===== src/rtl/uart_pkg.sv =====
// Shared UART constants: parity modes, FSM encoding and
// bit-period helpers derived from clock and baud rate.
package uart_pkg;

    localparam logic [1:0] PARITY_NONE = 2'd0;
    localparam logic [1:0] PARITY_ODD  = 2'd1;
    localparam logic [1:0] PARITY_EVEN = 2'd2;

    localparam logic [2:0] S_IDLE   = 3'd0;
    localparam logic [2:0] S_START  = 3'd1;
    localparam logic [2:0] S_DATA   = 3'd2;
    localparam logic [2:0] S_PARITY = 3'd3;
    localparam logic [2:0] S_STOP   = 3'd4;

    function automatic int calcDiv(input int clkFreq, input int baud);
        return clkFreq / baud;
    endfunction

    function automatic int calcDivWidth(input int clkFreq, input int baud);
        int d;
        d = clkFreq / baud;
        return (d < 2) ? 1 : $clog2(d);
    endfunction

endpackage


===== src/rtl/uart_tx_param_if.sv =====
// Producer-side valid/ready word handshake into the UART transmitter.
interface uart_tx_param_if #(parameter int DATA_BITS = 8) ();

    logic [DATA_BITS-1:0] TxData;
    logic                 TxValid;
    logic                 TxReady;

    modport master (output TxData, output TxValid, input TxReady);
    modport slave  (input TxData, input TxValid, output TxReady);

endinterface


===== src/rtl/sync_fifo.sv =====
// Single-clock FIFO with registered full/empty/count and
// show-ahead read data; pushes into a full FIFO are refused.
module sync_fifo #(
    parameter int WIDTH = 8,
    parameter int DEPTH = 4,
    localparam int PW = $clog2(DEPTH),
    localparam int CW = PW + 1
) (
    input  logic             Clk,
    input  logic             Rst_n,
    input  logic             WrEn,
    input  logic [WIDTH-1:0] WrData,
    input  logic             RdEn,
    output logic [WIDTH-1:0] RdData,
    output logic             Full,
    output logic             Empty,
    output logic [CW-1:0]    Count
);

    logic [WIDTH-1:0] mem [DEPTH];
    logic [PW-1:0]    wrPtr;
    logic [PW-1:0]    rdPtr;
    logic             push;
    logic             pop;
    logic [CW-1:0]    countNext;

    assign push   = WrEn && !Full;
    assign pop    = RdEn && !Empty;
    assign RdData = mem[rdPtr];

    always_comb begin
        countNext = Count;
        if (push && !pop)
            countNext = Count + 1'b1;
        else if (pop && !push)
            countNext = Count - 1'b1;
    end

    always_ff @(posedge Clk or negedge Rst_n) begin
        if (!Rst_n) begin
            wrPtr <= '0;
            rdPtr <= '0;
            Count <= '0;
            Full  <= 1'b0;
            Empty <= 1'b1;
        end else begin
            if (push)
                wrPtr <= wrPtr + 1'b1;
            if (pop)
                rdPtr <= rdPtr + 1'b1;
            Count <= countNext;
            Full  <= (countNext == CW'(DEPTH));
            Empty <= (countNext == '0);
        end
    end

    always_ff @(posedge Clk) begin
        if (push)
            mem[wrPtr] <= WrData;
    end

endmodule


===== src/rtl/uart_tx_param.sv =====
// Parametrised UART transmitter: input FIFO, bit-period divider,
// LSB-first shifter with optional parity and 1 or 2 stop bits.
module uart_tx_param
    import uart_pkg::*;
#(
    parameter int CLK_FREQ   = 100000000,
    parameter int BAUD       = 9600,
    parameter int DATA_BITS  = 8,
    parameter int PARITY     = 0,
    parameter int STOP_BITS  = 1,
    parameter int FIFO_DEPTH = 4
) (
    input  logic                          Clk,
    input  logic                          Rst_n,
    uart_tx_param_if.slave                bus,
    output logic                          Tx,
    output logic                          Busy,
    output logic                          TxDone,
    output logic [$clog2(FIFO_DEPTH):0]   FifoCount
);

    localparam int DIV = calcDiv(CLK_FREQ, BAUD);
    localparam int DW  = calcDivWidth(CLK_FREQ, BAUD);

    if (DIV < 2) begin : gBadDiv
        $error("uart_tx_param: CLK_FREQ/BAUD must be >= 2");
    end
    if (DATA_BITS < 5 || DATA_BITS > 9) begin : gBadData
        $error("uart_tx_param: DATA_BITS must be 5..9");
    end
    if (PARITY < 0 || PARITY > 2) begin : gBadParity
        $error("uart_tx_param: PARITY must be 0, 1 or 2");
    end
    if (STOP_BITS < 1 || STOP_BITS > 2) begin : gBadStop
        $error("uart_tx_param: STOP_BITS must be 1 or 2");
    end
    if (FIFO_DEPTH < 2 || (FIFO_DEPTH & (FIFO_DEPTH - 1)) != 0) begin : gBadDepth
        $error("uart_tx_param: FIFO_DEPTH must be a power of 2, >= 2");
    end

    logic                 full;
    logic                 empty;
    logic                 popEn;
    logic [DATA_BITS-1:0] head;

    sync_fifo #(
        .WIDTH (DATA_BITS),
        .DEPTH (FIFO_DEPTH)
    ) uFifo (
        .Clk    (Clk),
        .Rst_n  (Rst_n),
        .WrEn   (bus.TxValid),
        .WrData (bus.TxData),
        .RdEn   (popEn),
        .RdData (head),
        .Full   (full),
        .Empty  (empty),
        .Count  (FifoCount)
    );

    logic [2:0]           state;
    logic [DW-1:0]        divCnt;
    logic [3:0]           bitCnt;
    logic [DATA_BITS-1:0] shreg;
    logic                 parBit;
    logic                 divLast;
    logic                 lastStop;

    assign bus.TxReady = !full;
    assign divLast     = (divCnt == DW'(DIV - 1));
    assign lastStop    = (state == S_STOP) && divLast
                         && (bitCnt == 4'(STOP_BITS - 1));
    // The final stop cycle doubles as the pop slot so frames run back-to-back
    assign popEn       = !empty && ((state == S_IDLE) || lastStop);
    assign TxDone      = lastStop;
    assign Busy        = (state != S_IDLE) || (FifoCount != '0);

    always_comb begin
        Tx = 1'b1;
        case (state)
            S_START:  Tx = 1'b0;
            S_DATA:   Tx = shreg[0];
            S_PARITY: Tx = parBit;
            default:  Tx = 1'b1;
        endcase
    end

    always_ff @(posedge Clk or negedge Rst_n) begin
        if (!Rst_n) begin
            state  <= S_IDLE;
            divCnt <= '0;
            bitCnt <= '0;
            shreg  <= '0;
            parBit <= 1'b0;
        end else if (popEn) begin
            state  <= S_START;
            divCnt <= '0;
            bitCnt <= '0;
            shreg  <= head;
            parBit <= (^head) ^ (PARITY == int'(PARITY_ODD));
        end else if (state != S_IDLE) begin
            divCnt <= divLast ? '0 : divCnt + 1'b1;
            if (divLast) begin
                unique case (state)
                    S_START: begin
                        state  <= S_DATA;
                        bitCnt <= '0;
                    end
                    S_DATA: begin
                        shreg <= shreg >> 1;
                        if (bitCnt == 4'(DATA_BITS - 1)) begin
                            bitCnt <= '0;
                            state  <= (PARITY != int'(PARITY_NONE))
                                      ? S_PARITY : S_STOP;
                        end else begin
                            bitCnt <= bitCnt + 1'b1;
                        end
                    end
                    S_PARITY: begin
                        state  <= S_STOP;
                        bitCnt <= '0;
                    end
                    S_STOP: begin
                        if (bitCnt == 4'(STOP_BITS - 1))
                            state <= S_IDLE;
                        else
                            bitCnt <= bitCnt + 1'b1;
                    end
                    default: state <= S_IDLE;
                endcase
            end
        end
    end

endmodule


===== src/flat_wrapper.sv =====
// flat-port wrapper written by rule: the top's interface ports become plain ports
module uart_tx_param_flat import uart_pkg::*;
#(
    parameter int CLK_FREQ   = 100000000,
    parameter int BAUD       = 9600,
    parameter int DATA_BITS  = 8,
    parameter int PARITY     = 0,
    parameter int STOP_BITS  = 1,
    parameter int FIFO_DEPTH = 4
)
  (Clk, Rst_n, Tx, Busy, TxDone, FifoCount, bus_TxData, bus_TxValid, bus_TxReady);
  uart_tx_param_if #(.DATA_BITS(DATA_BITS)) bus_i ();
  input  logic Clk;
  input  logic Rst_n;
  output logic Tx;
  output logic Busy;
  output logic TxDone;
  output logic [$clog2(FIFO_DEPTH):0] FifoCount;
  input wire logic [$bits(bus_i.TxData)-1:0] bus_TxData;
  input wire logic [$bits(bus_i.TxValid)-1:0] bus_TxValid;
  output wire logic [$bits(bus_i.TxReady)-1:0] bus_TxReady;
  assign bus_i.TxData = bus_TxData;
  assign bus_i.TxValid = bus_TxValid;
  assign bus_TxReady = bus_i.TxReady;
  uart_tx_param #(.CLK_FREQ(CLK_FREQ), .BAUD(BAUD), .DATA_BITS(DATA_BITS), .PARITY(PARITY), .STOP_BITS(STOP_BITS), .FIFO_DEPTH(FIFO_DEPTH)) u_core (.Clk(Clk), .Rst_n(Rst_n), .bus(bus_i), .Tx(Tx), .Busy(Busy), .TxDone(TxDone), .FifoCount(FifoCount));
endmodule

===== config.mk =====
export PLATFORM = sky130hd
export DESIGN_NAME = uart_tx_param_flat
export DESIGN_NICKNAME = d
export VERILOG_FILES = /design/src/rtl/uart_pkg.sv /design/src/rtl/uart_tx_param_if.sv /design/src/rtl/sync_fifo.sv /design/src/rtl/uart_tx_param.sv /design/src/flat_wrapper.sv
export SDC_FILE = /design/constraint.sdc
export NUM_CORES = 1
export LEC_CHECK = 0
export BUFFER_PORTS_ARGS = -buffer_cell sky130_fd_sc_hd__buf_2
export CAP_MARGIN = 20
export CORE_MARGIN = 5
export CORE_UTILIZATION = 40
export CTS_BUF_LIST = sky130_fd_sc_hd__clkbuf_4 sky130_fd_sc_hd__clkbuf_8
export CTS_CLUSTER_SIZE = 40
export DETAILED_ROUTE_END_ITERATION = 16
export GPL_TIMING_DRIVEN = 0
export HOLD_SLACK_MARGIN = 0.1
export PLACE_DENSITY = 0.69
export SLEW_MARGIN = 15
export SYNTH_ARGS = -nofsm -noshare
export SYNTH_HDL_FRONTEND = slang
export SYNTH_SLANG_ARGS = --single-unit

===== constraint.sdc =====
create_clock -name Clk -period 2.2 [get_ports Clk]
set_input_delay 0.11 -clock Clk [delete_from_list [all_inputs] [get_ports Clk]]
set_output_delay 0.11 -clock Clk [all_outputs]
set_load 0.02 [all_outputs]

==> flow_summary_export.csv, run 1 <==
group,metric,value,unit
setup_path,end_kind,"flip-flop",
grt,grt_pass1_vias,2227,
detailed_routing,vias_per_cell,5.17,
sta,rsz0062_at_grt,"true",
layout,fin_area,4150,um2
sta,fmax,0.458,GHz
layout,fill_cells,716,
clocking,cts_root_buf,"clkbuf_8",
sta,setup_ws,0.0187,ns
layout,post-route-util,50.3,%
min_path,min-delay-path-class,"in2reg",
clocking,clock_latency,0.35,ns
power,finalPower,5.33,mW
floorplanning,start_util,41.3,%
grt,overflow,0,
detailed_routing,drt_iter0_drc,82,
clocking,cts_buffer_depth,2,
sta,setup-violations-final,0,
yosys,async_reset_ff_share,54.9,%
sta,fin_crit,2.18,ns
run,max-cap-violations,0,
floorplanning,pin_count,18,
placed_design,preCtsSetupSlack,-0.215,ns
grt,grt_max_degree,40,
power,leakage,1.66,nW
power,power_density,1280,nW/um2
grt,grt_pass1_wl,10.7,mm
setup_path,reg2reg_to,"u_core.shreg[2]$_DFFE_PN0P_",
min_path,min_path_cells,5,
sta,relSlewSlack,41.4,%
setup_path,r2r_setup_slack,0.02,ns
setup_path,cp_data_required_time,2.43,ns
setup_path,worstPathArrival,2.41,ns
yosys,seq_area_frac_synth,56.8,%
detailed_routing,ant_nets,0,
yosys,ys.flop_type,"dfrtp_1",
sta,slew_violations,0,
floorplanning,rows,33,
detailed_routing,first_pass_iters,4,
placed_design,place_hpwl,4.04,mm
yosys,synth_area_per_cell,12.6,um2
sta,clock_skew,0.0106,ns
setup_path,worstRegToRegCells,8,
detailed_routing,wl_per_cell,15.1,um
yosys,syn_area,3410,um2
yosys,syn-num-nets,292,
sta,max_slew.worst_pin.slew,0.879,ns
yosys,synth_seq_cells,71,
clocking,cts_buffers,9,
setup_path,regToRegStartpoint,"u_core.divCnt[1]$_DFFE_PN0P_",
min_path,hold_path_end,"u_core.uFifo.Count[1]$_DFF_PN0_",
yosys,synth_cell_types,51,
placed_design,dpl_cell_area,3630,um2
floorplanning,design.core.area,8260,um2
clocking,path_clk_slew,0.08,ns
power,vdd_drop_max,0.599,mV
yosys,syn_inst,271,
sta,hold_viol_final,0,
layout,syn2layout_area_growth,21.8,%
min_path,hold_start,"bus_TxValid",
grt,grt_antenna_before_repair,0,
placed_design,place.port_buffers,17,
sta,period_share,99.1,%
run_status,outcome,"finished clean",
floorplanning,die_area,10500,um2
floorplanning,die_w,102,um
detailed_routing,via_count,2234,
layout,fin_nets,343,
clocking,cts_sinks,71,
floorplanning,die_h,102,um
layout,drive_above_1_share,28.7,%
layout,antenna_cells,0,
setup_path,path_class,"reg2reg",
yosys,synth_warnings,0,
clocking,cts_htree_levels,3,
setup_path,startpoint_type,"flip-flop",
detailed_routing,wl,6.52,mm
clocking,tritoncts,"yes",
placed_design,place_congestion,0.797,
grt,track_usage,13.5,%
yosys,synth_edf_count,32,
detailed_routing,drc_errors,0,
setup_path,crit_fanout,8,
[routing by layer]
metal | GRT usage (%) | wire, um | share of wire [%]
met1 | 15.8 | 2780 | 43
met2 | 23.7 | 3390 | 52
met3 | 3.75 | 234 | 3.6
met4 | 5.15 | 108 | 1.7
met5 | 0 | 0 | 0
[critical path, stage by stage, from the launching register on]
cell	delay, ns
dfrtp_1	0.40
ha_4	0.17
and4b_1	0.26
nand4_4	0.18
o21ai_4	0.19
and2_4	0.17
buf_8	0.14
mux2_4	0.30
mux2_2	0.26
[synth_stat cells, types with 4 or more instances]
| master | number | area [um2] |
|---|---|---|
| mux4_2 | 8 | 180 |
| nand2_1 | 25 | 93.8 |
| mux2_2 | 12 | 135 |
| xnor2_1 | 13 | 114 |
| and2_1 | 5 | 31.3 |
| ha_1 | 10 | 125 |
| dfrtp_1 | 38 | 951 |
| nand2b_1 | 5 | 31.3 |
| nor3_1 | 6 | 30.0 |
| xor2_1 | 7 | 61.3 |
| nor2_1 | 20 | 75.1 |
| clkbuf_1 | 4 | 15.0 |
| inv_1 | 9 | 33.8 |
| nand3_1 | 9 | 45.0 |
| nand4_1 | 5 | 31.3 |
| edfxtp_1 | 32 | 961 |
| a21oi_1 | 7 | 35.0 |
| o21ai_0 | 14 | 70.1 |
[area by class of cell]
cell class	count	area [um2]	area share [%]
flip-flops and latches	71	1940	46.7
inverters	9	33.8	0.813
repair buffers	40	283	6.81
multi-input cells	183	1510	36.3
well taps	105	131	3.16
plain buffers	8	51.3	1.24
clock inverters	6	68.8	1.66
clock buffers	10	138	3.31
[worst max path at each step]
stage | from | end | slack [ns] | cells after the start
detailed placement | u_core.divCnt[0]$_DFFE_PN0P_ | u_core.shreg[2]$_DFFE_PN0P_ | -0.21 | 8
global placement | u_core.divCnt[0]$_DFFE_PN0P_ | u_core.shreg[5]$_DFFE_PN0P_ | -0.21 | 8
CTS | u_core.bitCnt[0]$_DFFE_PN0P_ | u_core.shreg[2]$_DFFE_PN0P_ | 0.01 | 8
floorplan | u_core.divCnt[0]$_DFFE_PN0P_ | u_core.shreg[2]$_DFFE_PN0P_ | 0.0003 | 8
finish | u_core.divCnt[1]$_DFFE_PN0P_ | u_core.shreg[2]$_DFFE_PN0P_ | 0.02 | 8
global route | u_core.divCnt[1]$_DFFE_PN0P_ | u_core.shreg[2]$_DFFE_PN0P_ | -0.09 | 8
[placed cells by master (no fill, tap or decap), types with 2 or more instances in the layout]
master	synthesis	routed
dfrtp_1	38	38
edfxtp_1	32	32
nand2_1	25	25
nor2_1	20	20
buf_2	2	18
buf_4	1	15
o21ai_0	14	14
xnor2_1	13	13
clkbuf_8	0	10
inv_1	9	9
mux2_4	0	9
nand3_1	9	9
ha_1	10	9
dlygate4sd3_1	0	9
mux4_2	8	8
xor2_1	7	7
nand2b_1	5	5
a21oi_1	7	5
mux2_2	12	5
nand4_1	5	5
clkbuf_1	4	4
nor3_1	6	4
and2_1	5	4
nor3_2	1	3
o21a_1	3	3
or3_1	3	3
a21oi_2	1	2
nand3b_1	2	2
a22o_1	2	2
clkinv_4	0	2
[cells by family (layout without fill, tap and decap cells)]
logic type	count (synthesis)	count (layout)	share of synthesized area (%)
XOR/XNOR	20	20	5.14
multiplexers	22	22	9.90
buffers and inverters	17	73	2.27
flip-flops	71	71	56.8
AND/OR/NAND/NOR	93	93	14.8
AO/OA/AOI/OAI	38	38	7.37
adder cells (fa/ha/maj)	10	10	3.67
[timing repair]
action                     in CTS  in global routing
setup buffers                  10                  4
resized for setup               6                 21
hold buffers                    9                  0
pin swaps                       1                  5
hold endpoints to repair       70                  0
setup endpoints to repair       9                 15
[report_power, final]
group / internal [mW] / leakage [nW] / total, mW / switching [mW]
registers: 1.74 / 0.793 / 1.95 / 0.205
clock network: 0.560 / 0.103 / 1.07 / 0.511
logic: 1.17 / 0.763 / 2.31 / 1.15
total: 3.47 / 1.66 / 5.33 / 1.86
[sequential cells by signal, summed over array words and instances (netlist names)]
| register | cells |
|---|---|
| u_core.shreg | 8 |
| u_core.uFifo.Count | 3 |
| u_core.uFifo.wrPtr | 2 |
| u_core.uFifo.mem | 32 |
| u_core.bitCnt | 4 |
| u_core.parBit | 1 |
| u_core.uFifo.rdPtr | 2 |
| u_core.uFifo.Full | 1 |
| u_core.uFifo.Empty | 1 |
| u_core.state | 3 |
| u_core.divCnt | 14 |
[stage by stage]
stage | TNS (ns) | std cells | hold WS, ns
6_report | 0 | 432 | 0.249
2_1_floorplan | 0 | 271 | -0.186
4_1_cts | 0 | 428 | 0.243
3_5_place_dp | -1.42 | 393 | 0.292
3_3_place_gp | -1.28 | 393 | 0.280
5_1_grt | -0.754 | 432 | 0.308
Note: power is estimated with default switching activity, not from simulation.
==> run 2: changes to the inputs <==
--- a/config.mk
+++ b/config.mk
@@ -8,13 +8,13 @@
 export BUFFER_PORTS_ARGS = -buffer_cell sky130_fd_sc_hd__buf_2
 export CAP_MARGIN = 20
 export CORE_MARGIN = 5
-export CORE_UTILIZATION = 40
+export CORE_UTILIZATION = 30
 export CTS_BUF_LIST = sky130_fd_sc_hd__clkbuf_4 sky130_fd_sc_hd__clkbuf_8
 export CTS_CLUSTER_SIZE = 40
 export DETAILED_ROUTE_END_ITERATION = 16
 export GPL_TIMING_DRIVEN = 0
 export HOLD_SLACK_MARGIN = 0.1
-export PLACE_DENSITY = 0.69
+export PLACE_DENSITY = 0.57
 export SLEW_MARGIN = 15
 export SYNTH_ARGS = -nofsm -noshare
 export SYNTH_HDL_FRONTEND = slang
==> run 2 against run 1 <==
Register-to-register slack gained 0.02 ns. Critical path depth unchanged. Power is 2.8% higher. Sequential cell count unchanged. Count of clock-buffer cells in the layout shrank 1. Sequential share of layout area decreased by 0.80 points. Cell count up 9.5%. Largest power group unchanged.
==> flow_summary_export.csv, run 2 (synthesis results as in run 1) <==
group,metric,value,unit
setup_path,max_stage_delay,0.40,ns
grt,grt_pass1_wl,10.6,mm
layout,instances_no_fill,473,
sta,fmax,0.462,GHz
placed_design,place_hpwl,4.17,mm
detailed_routing,vias_per_cell,4.65,
layout,fin_nets,346,
sta,relSlewSlack,39.5,%
layout,most-common-layout-cells,"38 x dfrtp_1, 32 x edfxtp_1, 25 x nand2_1",
setup_path,end_kind,"flip-flop",
setup_path,crit_fanout,5,
clocking,cts_htree_levels,3,
min_path,hold_path_end,"u_core.uFifo.Count[1]$_DFF_PN0_",
setup_path,cpMostUsedCell,"mux2_4",
setup_path,regToRegStartpoint,"u_core.divCnt[0]$_DFFE_PN0P_",
sta,hold_viol_final,0,
clocking,cts_sinks,71,
grt,grt_antenna_before_repair,0,
sta,period_share,98.3,%
power,pwr-share-seq,35.8,%
layout,antenna_cells,0,
setup_path,crit_family,"simple AND/OR/NAND/NOR gates",
min_path,min-delay-path-class,"in2reg",
detailed_routing,wl_per_cell,13.6,um
setup_path,worstPathArrival,2.40,ns
clocking,cts_buffer_depth,2,
setup_path,critPathBufInv,1,
layout,largest_reg_flops,32,
detailed_routing,wl,6.43,mm
placed_design,place_congestion,0.768,
grt,track_usage,10.3,%
sta,fin_setup_tns,0,ns
grt,overflow,0,
floorplanning,die_area,13600,um2
setup_path,path_cells,"ha_4 > and4b_1 > nand4_4 > o21ai_4 > and2_4 > buf_8 > mux2_4 > mux2_4",
layout,post-route-util,37.5,%
min_path,hold_start,"bus_TxValid",
grt,grt_pass1_vias,2196,
power,p_clk_share,20.9,%
detailed_routing,drt_iter0_drc,79,
run,max-cap-violations,0,
layout,drive_above_1_share,28.2,%
grt,grt_max_degree,40,
sta,max_slew.worst_pin.slew,0.907,ns
setup_path,slowest_stage,"dfrtp_1",
setup_path,path_class,"reg2reg",
detailed_routing,ant_nets,0,
clocking,cts_root_buf,"clkbuf_8",
placed_design,place.port_buffers,17,
power,leakage,1.69,nW
power,power_frac_comb,43.3,%
clocking,path_clk_slew,0.08,ns
clocking,cts_buffers,9,
layout,largestRegisters,"u_core.uFifo.mem x32, u_core.divCnt x14, u_core.shreg x8",
sta,fin_crit,2.16,ns
setup_path,worstRegToRegCells,8,
min_path,min_path_cells,5,
power,finalPower,5.48,mW
layout,mostFrequentLayoutCell,"dfrtp_1",
power,power_density,1300,nW/um2
detailed_routing,via_count,2201,
layout,syn2layout_area_growth,23.9,%
floorplanning,die_h,117,um
floorplanning,rows,39,
setup_path,cp_data_required_time,2.44,ns
placed_design,dp.cells,431,
sta,setup-violations-final,0,
clocking,clock_latency,0.36,ns
setup_path,r2r_setup_slack,0.04,ns
floorplanning,die_w,117,um
layout,regMostFlops,"u_core.uFifo.mem",
floorplanning,start_util,30.3,%
run_status,outcome,"finished clean",
floorplanning,pin_count,18,
detailed_routing,first_pass_iters,4,
sta,clock_skew,0.0133,ns
clocking,tritoncts,"yes",
setup_path,reg2reg_to,"u_core.shreg[2]$_DFFE_PN0P_",
power,p_sw,1.87,mW
sta,rsz0062_at_grt,"true",
setup_path,startpoint_type,"flip-flop",
detailed_routing,drc_errors,0,
sta,slew_violations,0,
floorplanning,design.core.area,11300,um2
power,intPower,3.61,mW
power,vdd_drop_max,0.695,mV
power,switching_share,34.1,%
[run 2: cell types whose count changed in the layout (fill, tap and decap cells not counted), moves of 2 or more]
cell / before / now
buf_4: 15 / 17
clkinv_4: 2 / 0
mux2_2: 5 / 3
mux2_4: 9 / 11
[run 2: worst max path at each step]
stage | startpoint | to | depth (start not counted)
4_1_cts | u_core.bitCnt[0]$_DFFE_PN0P_ | u_core.shreg[3]$_DFFE_PN0P_ | 8
3_3_place_gp | u_core.divCnt[0]$_DFFE_PN0P_ | u_core.shreg[5]$_DFFE_PN0P_ | 8
6_report | u_core.divCnt[0]$_DFFE_PN0P_ | u_core.shreg[2]$_DFFE_PN0P_ | 8
3_5_place_dp | u_core.divCnt[0]$_DFFE_PN0P_ | u_core.shreg[5]$_DFFE_PN0P_ | 8
2_1_floorplan | u_core.divCnt[0]$_DFFE_PN0P_ | u_core.shreg[2]$_DFFE_PN0P_ | 8
5_1_grt | u_core.divCnt[1]$_DFFE_PN0P_ | u_core.uFifo.Full$_DFF_PN0_ | 8
[run 2: layout make-up]
type                    instances  area [um2]
plain buffers                   8        51.3
clock buffers                   9         124
clock inverters                 7        93.8
fillers                      1059        7050
inverters                       9        33.8
multi-input cells             183        1480
flip-flops and latches         71        1940
well taps                     143         179
repair buffers                 43         323
[run 2: power groups by stage]
stage          clock [mW]  sequential [mW]  combinational (mW)
2_1_floorplan           0             1.95                1.54
5_1_grt              1.24             2.01                2.61
3_5_place_dp            0             1.98                1.97
3_3_place_gp            0             1.97                1.94
4_1_cts              1.19             1.94                2.10
6_report             1.14             1.96                2.37
[run 2: routing by layer]
metal | wire length (um) | global-route usage, %
met5 | 0 | 0
met1 | 2950 | 12.8
met3 | 235 | 3.68
met2 | 3140 | 16.4
met4 | 103 | 4.13
[run 2: worst reg2reg max path, delay by kind of cell (launching register included)]
family / cells / cell delay, ns
compound gates: 1 / 0.19
simple gates: 3 / 0.60
flops: 1 / 0.40
mux: 2 / 0.55
fa+ha+maj: 1 / 0.17
buf+inv: 1 / 0.13
[run 2: repair_timing]
item                       in CTS  in global routing
hold endpoints to repair       70                  0
resized for setup               5                 19
hold buffers                    9                  0
buffers inserted                8                  8
cloned                          0                  1
pin swaps                       1                  3
setup endpoints to repair      10                 13
[run 2: through the flow]
stage                     cell area [um2]  hold WS (ns)  worst slack (ns)
after global routing                 4230         0.245           -0.0398
final                                4230         0.242            0.0368
after global placement               3670         0.298            -0.241
after floorplan                      3410        -0.186          0.000346
after detailed placement             3670         0.288            -0.223
after CTS                            4060         0.206           0.00767
==> run 3: changes to the inputs <==
--- a/config.mk
+++ b/config.mk
@@ -5,6 +5,7 @@
 export SDC_FILE = /design/constraint.sdc
 export NUM_CORES = 1
 export LEC_CHECK = 0
+export ABC_AREA = 1
 export BUFFER_PORTS_ARGS = -buffer_cell sky130_fd_sc_hd__buf_2
 export CAP_MARGIN = 20
 export CORE_MARGIN = 5
@@ -14,7 +15,7 @@
 export DETAILED_ROUTE_END_ITERATION = 16
 export GPL_TIMING_DRIVEN = 0
 export HOLD_SLACK_MARGIN = 0.1
-export PLACE_DENSITY = 0.57
+export PLACE_DENSITY = 0.56
 export SLEW_MARGIN = 15
 export SYNTH_ARGS = -nofsm -noshare
 export SYNTH_HDL_FRONTEND = slang
==> run 3 against run 2 <==
Worst setup slack improved by 0.23 ns. Highest routed layer unchanged. Critical endpoint is now u_core.uFifo.Full$_DFF_PN0_. Routed wire length increased by 5.9%. Synthesized cell count increased by 45%. Via count increased by 19%.
==> flow_summary_export.csv, run 3 <==
group,metric,value,unit
layout,syn2layout_area_growth,15.4,%
floorplanning,die_w,119,um
yosys,yosys-top-cells-count,"107 x nand2_1, 38 x dfrtp_1, 38 x nor2_1",
yosys,async_reset_ff_share,54.9,%
power,pwr-share-seq,49.2,%
clocking,cts_post_setup_buffers_inserted,0,
layout,most-common-layout-cells,"107 x nand2_1, 38 x nor2_1, 38 x dfrtp_1",
placed_design,dpl_cell_area,3820,um2
power,p_sw,1.02,mW
power,switching_share,30.4,%
run,max-cap-violations,0,
floorplanning,start_util,30.9,%
yosys,synth_warnings,0,
detailed_routing,wl,6.81,mm
clocking,tritoncts,"yes",
yosys,synth_seq_cells,71,
yosys,synth_top_area_share,27.0,%
grt,track_usage,10.5,%
yosys,yosysTopAreaCell,"edfxtp_1",
setup_path,worstRegToRegCells,15,
layout,instances_no_fill,577,
clocking,cts_sinks,71,
sta,fmax,0.518,GHz
min_path,min-delay-path-class,"in2reg",
yosys,seq_area_frac_synth,54.5,%
layout,fin_area,4110,um2
yosys,syn_area,3560,um2
detailed_routing,ant_nets,0,
sta,hold_viol_final,0,
clocking,cts_buffer_depth,2,
floorplanning,design.core.area,11500,um2
sta,period_share,87.8,%
clocking,path_clk_slew,0.08,ns
detailed_routing,vias_per_cell,4.55,
setup_path,worstPathArrival,2.17,ns
placed_design,place_congestion,0.781,
sta,setup-violations-final,0,
power,vdd_drop_max,0.500,mV
power,power_frac_comb,20.3,%
detailed_routing,drt_iter0_drc,126,
grt,grt_pass1_wl,12.0,mm
min_path,min_path_cells,3,
yosys,synth_edf_count,32,
yosys,syn_inst,392,
floorplanning,pin_count,18,
yosys,syn-num-nets,413,
floorplanning,rows,39,
yosys,yosysMostFrequentCell,"nand2_1",
sta,max_slew.worst_pin.slew,0.911,ns
detailed_routing,via_count,2626,
sta,clock_skew,0.00990,ns
floorplanning,die_area,14100,um2
clocking,cts_root_buf,"clkbuf_8",
sta,rsz0062_at_grt,"false",
setup_path,startpoint_type,"flip-flop",
detailed_routing,first_pass_iters,5,
setup_path,crit_fanout,10,
power,intPower,2.35,mW
floorplanning,die_h,119,um
layout,fin_nets,450,
power,p_clk_share,30.5,%
grt,grt_antenna_before_repair,0,
sta,relSlewSlack,39.2,%
power,power_density,820,nW/um2
yosys,netlist_top_cells_area,"edfxtp_1 27%, dfrtp_1 27%, nand2_1 11%, nor2_1 4.0%, nand3_1 3.9%",
power,leakage,1.82,nW
layout,drive_above_1_share,16.1,%
grt,grt_max_degree,40,
layout,antenna_cells,0,
layout,mostFrequentLayoutCell,"nand2_1",
yosys,synth_cell_types,35,
layout,largestRegisters,"u_core.uFifo.mem x32, u_core.divCnt x14, u_core.shreg x8",
sta,fin_crit,1.93,ns
clocking,cts_buffers,9,
layout,regMostFlops,"u_core.uFifo.mem",
grt,overflow,0,
layout,largest_reg_flops,32,
yosys,ys.flop_type,"dfrtp_1",
placed_design,place.port_buffers,17,
grt,grt_pass1_vias,2556,
detailed_routing,drc_errors,0,
setup_path,end_kind,"flip-flop",
clocking,clock_latency,0.34,ns
yosys,synth_area_per_cell,9.07,um2
run_status,outcome,"finished clean",
setup_path,cp_data_required_time,2.44,ns
detailed_routing,wl_per_cell,11.8,um
sta,fin_setup_tns,0,ns
sta,slew_violations,0,
clocking,cts_htree_levels,3,
placed_design,dp.cells,552,
placed_design,place_hpwl,4.82,mm
setup_path,path_class,"reg2reg",
-- run 3: path summary, 6_finish.rpt --
check	slack [ns]	to	from
max in group asynchronous	1.20	u_core.state[0]$_DFFE_PN0P_	Rst_n
min reg2reg	0.51	u_core.parBit$_DFFE_PN0N_	u_core.parBit$_DFFE_PN0N_
min	0.25	u_core.uFifo.wrPtr[0]$_DFFE_PN0P_	bus_TxValid
max reg2reg	0.27	u_core.uFifo.Full$_DFF_PN0_	u_core.divCnt[0]$_DFFE_PN0P_
min in group asynchronous	0.44	u_core.divCnt[1]$_DFFE_PN0P_	Rst_n
max	0.27	u_core.uFifo.Full$_DFF_PN0_	u_core.divCnt[0]$_DFFE_PN0P_
-- run 3: worst max-delay path, stage by stage (launching register included) --
cell and delay (ns):
dfrtp_1 0.40, ha_1 0.19, nand2_1 0.08, inv_1 0.09, nand2_1 0.06, nor2_1 0.15, nand3_2 0.11, nand2_4 0.10
nand2_4 0.07, buf_6 0.16, nand2_4 0.08, nand2_1 0.08, nor2_2 0.10, nor2_2 0.05, nand2_1 0.07, nor2_1 0.05
-- run 3: final cells by class --
type,count,area (um2)
flip-flops and latches,71,1940
inverters,42,160
multi-input cells,272,1400
clock inverters,7,71.3
plain buffers,7,61.3
clock buffers,9,124
repair buffers,26,175
well taps,143,179
fillers,1191,7410
-- run 3: cell families (layout without fill, tap and decap cells) --
family          Yosys count  count (layout)  share of synthesized area [%]
xor+xnor                 10              10                           2.46
compound gates           48              48                           7.53
fa+ha+maj                10              10                           3.52
simple gates            204             204                           25.8
buf+inv                  49              91                           6.23
flops                    71              71                           54.5
-- run 3: per-layer routing --
metal | vias to the layer above | track usage (%) | share of wire, %
li1 | 1348 | - | -
met1 | 1229 | 12.8 | 46
met2 | 44 | 17.8 | 50
met3 | 5 | 3.36 | 3.8
met4 | 0 | 3.26 | 0.73
met5 | - | 0 | 0
-- run 3: power groups by stage --
| stage | clock network, mW | logic, mW | registers (mW) |
|---|---|---|---|
| 3_3_place_gp | 0 | 0.673 | 1.68 |
| 3_5_place_dp | 0 | 0.688 | 1.69 |
| 2_1_floorplan | 0 | 0.473 | 1.70 |
| 4_1_cts | 1.07 | 0.702 | 1.66 |
| 6_report | 1.03 | 0.684 | 1.66 |
| 5_1_grt | 1.13 | 0.788 | 1.68 |
-- run 3: repair_timing --
| action | 4_1_cts | 5_1_grt |
|---|---|---|
| endpoints found under the hold margin | 70 | 0 |
| hold buffers | 9 | 0 |
| resized for setup | 0 | 0 |
-- run 3: per-stage QoR --
step | hold slack, ns | setup slack (ns) | power [mW] | util [%]
2_1_floorplan | -0.186 | 0.523 | 2.17 | -
3_3_place_gp | 0.307 | 0.284 | 2.35 | 33.2
3_5_place_dp | 0.311 | 0.274 | 2.38 | 33.2
4_1_cts | 0.233 | 0.248 | 3.43 | 35.7
5_1_grt | 0.294 | 0.0334 | 3.59 | 35.7
6_report | 0.250 | 0.269 | 3.37 | 35.7
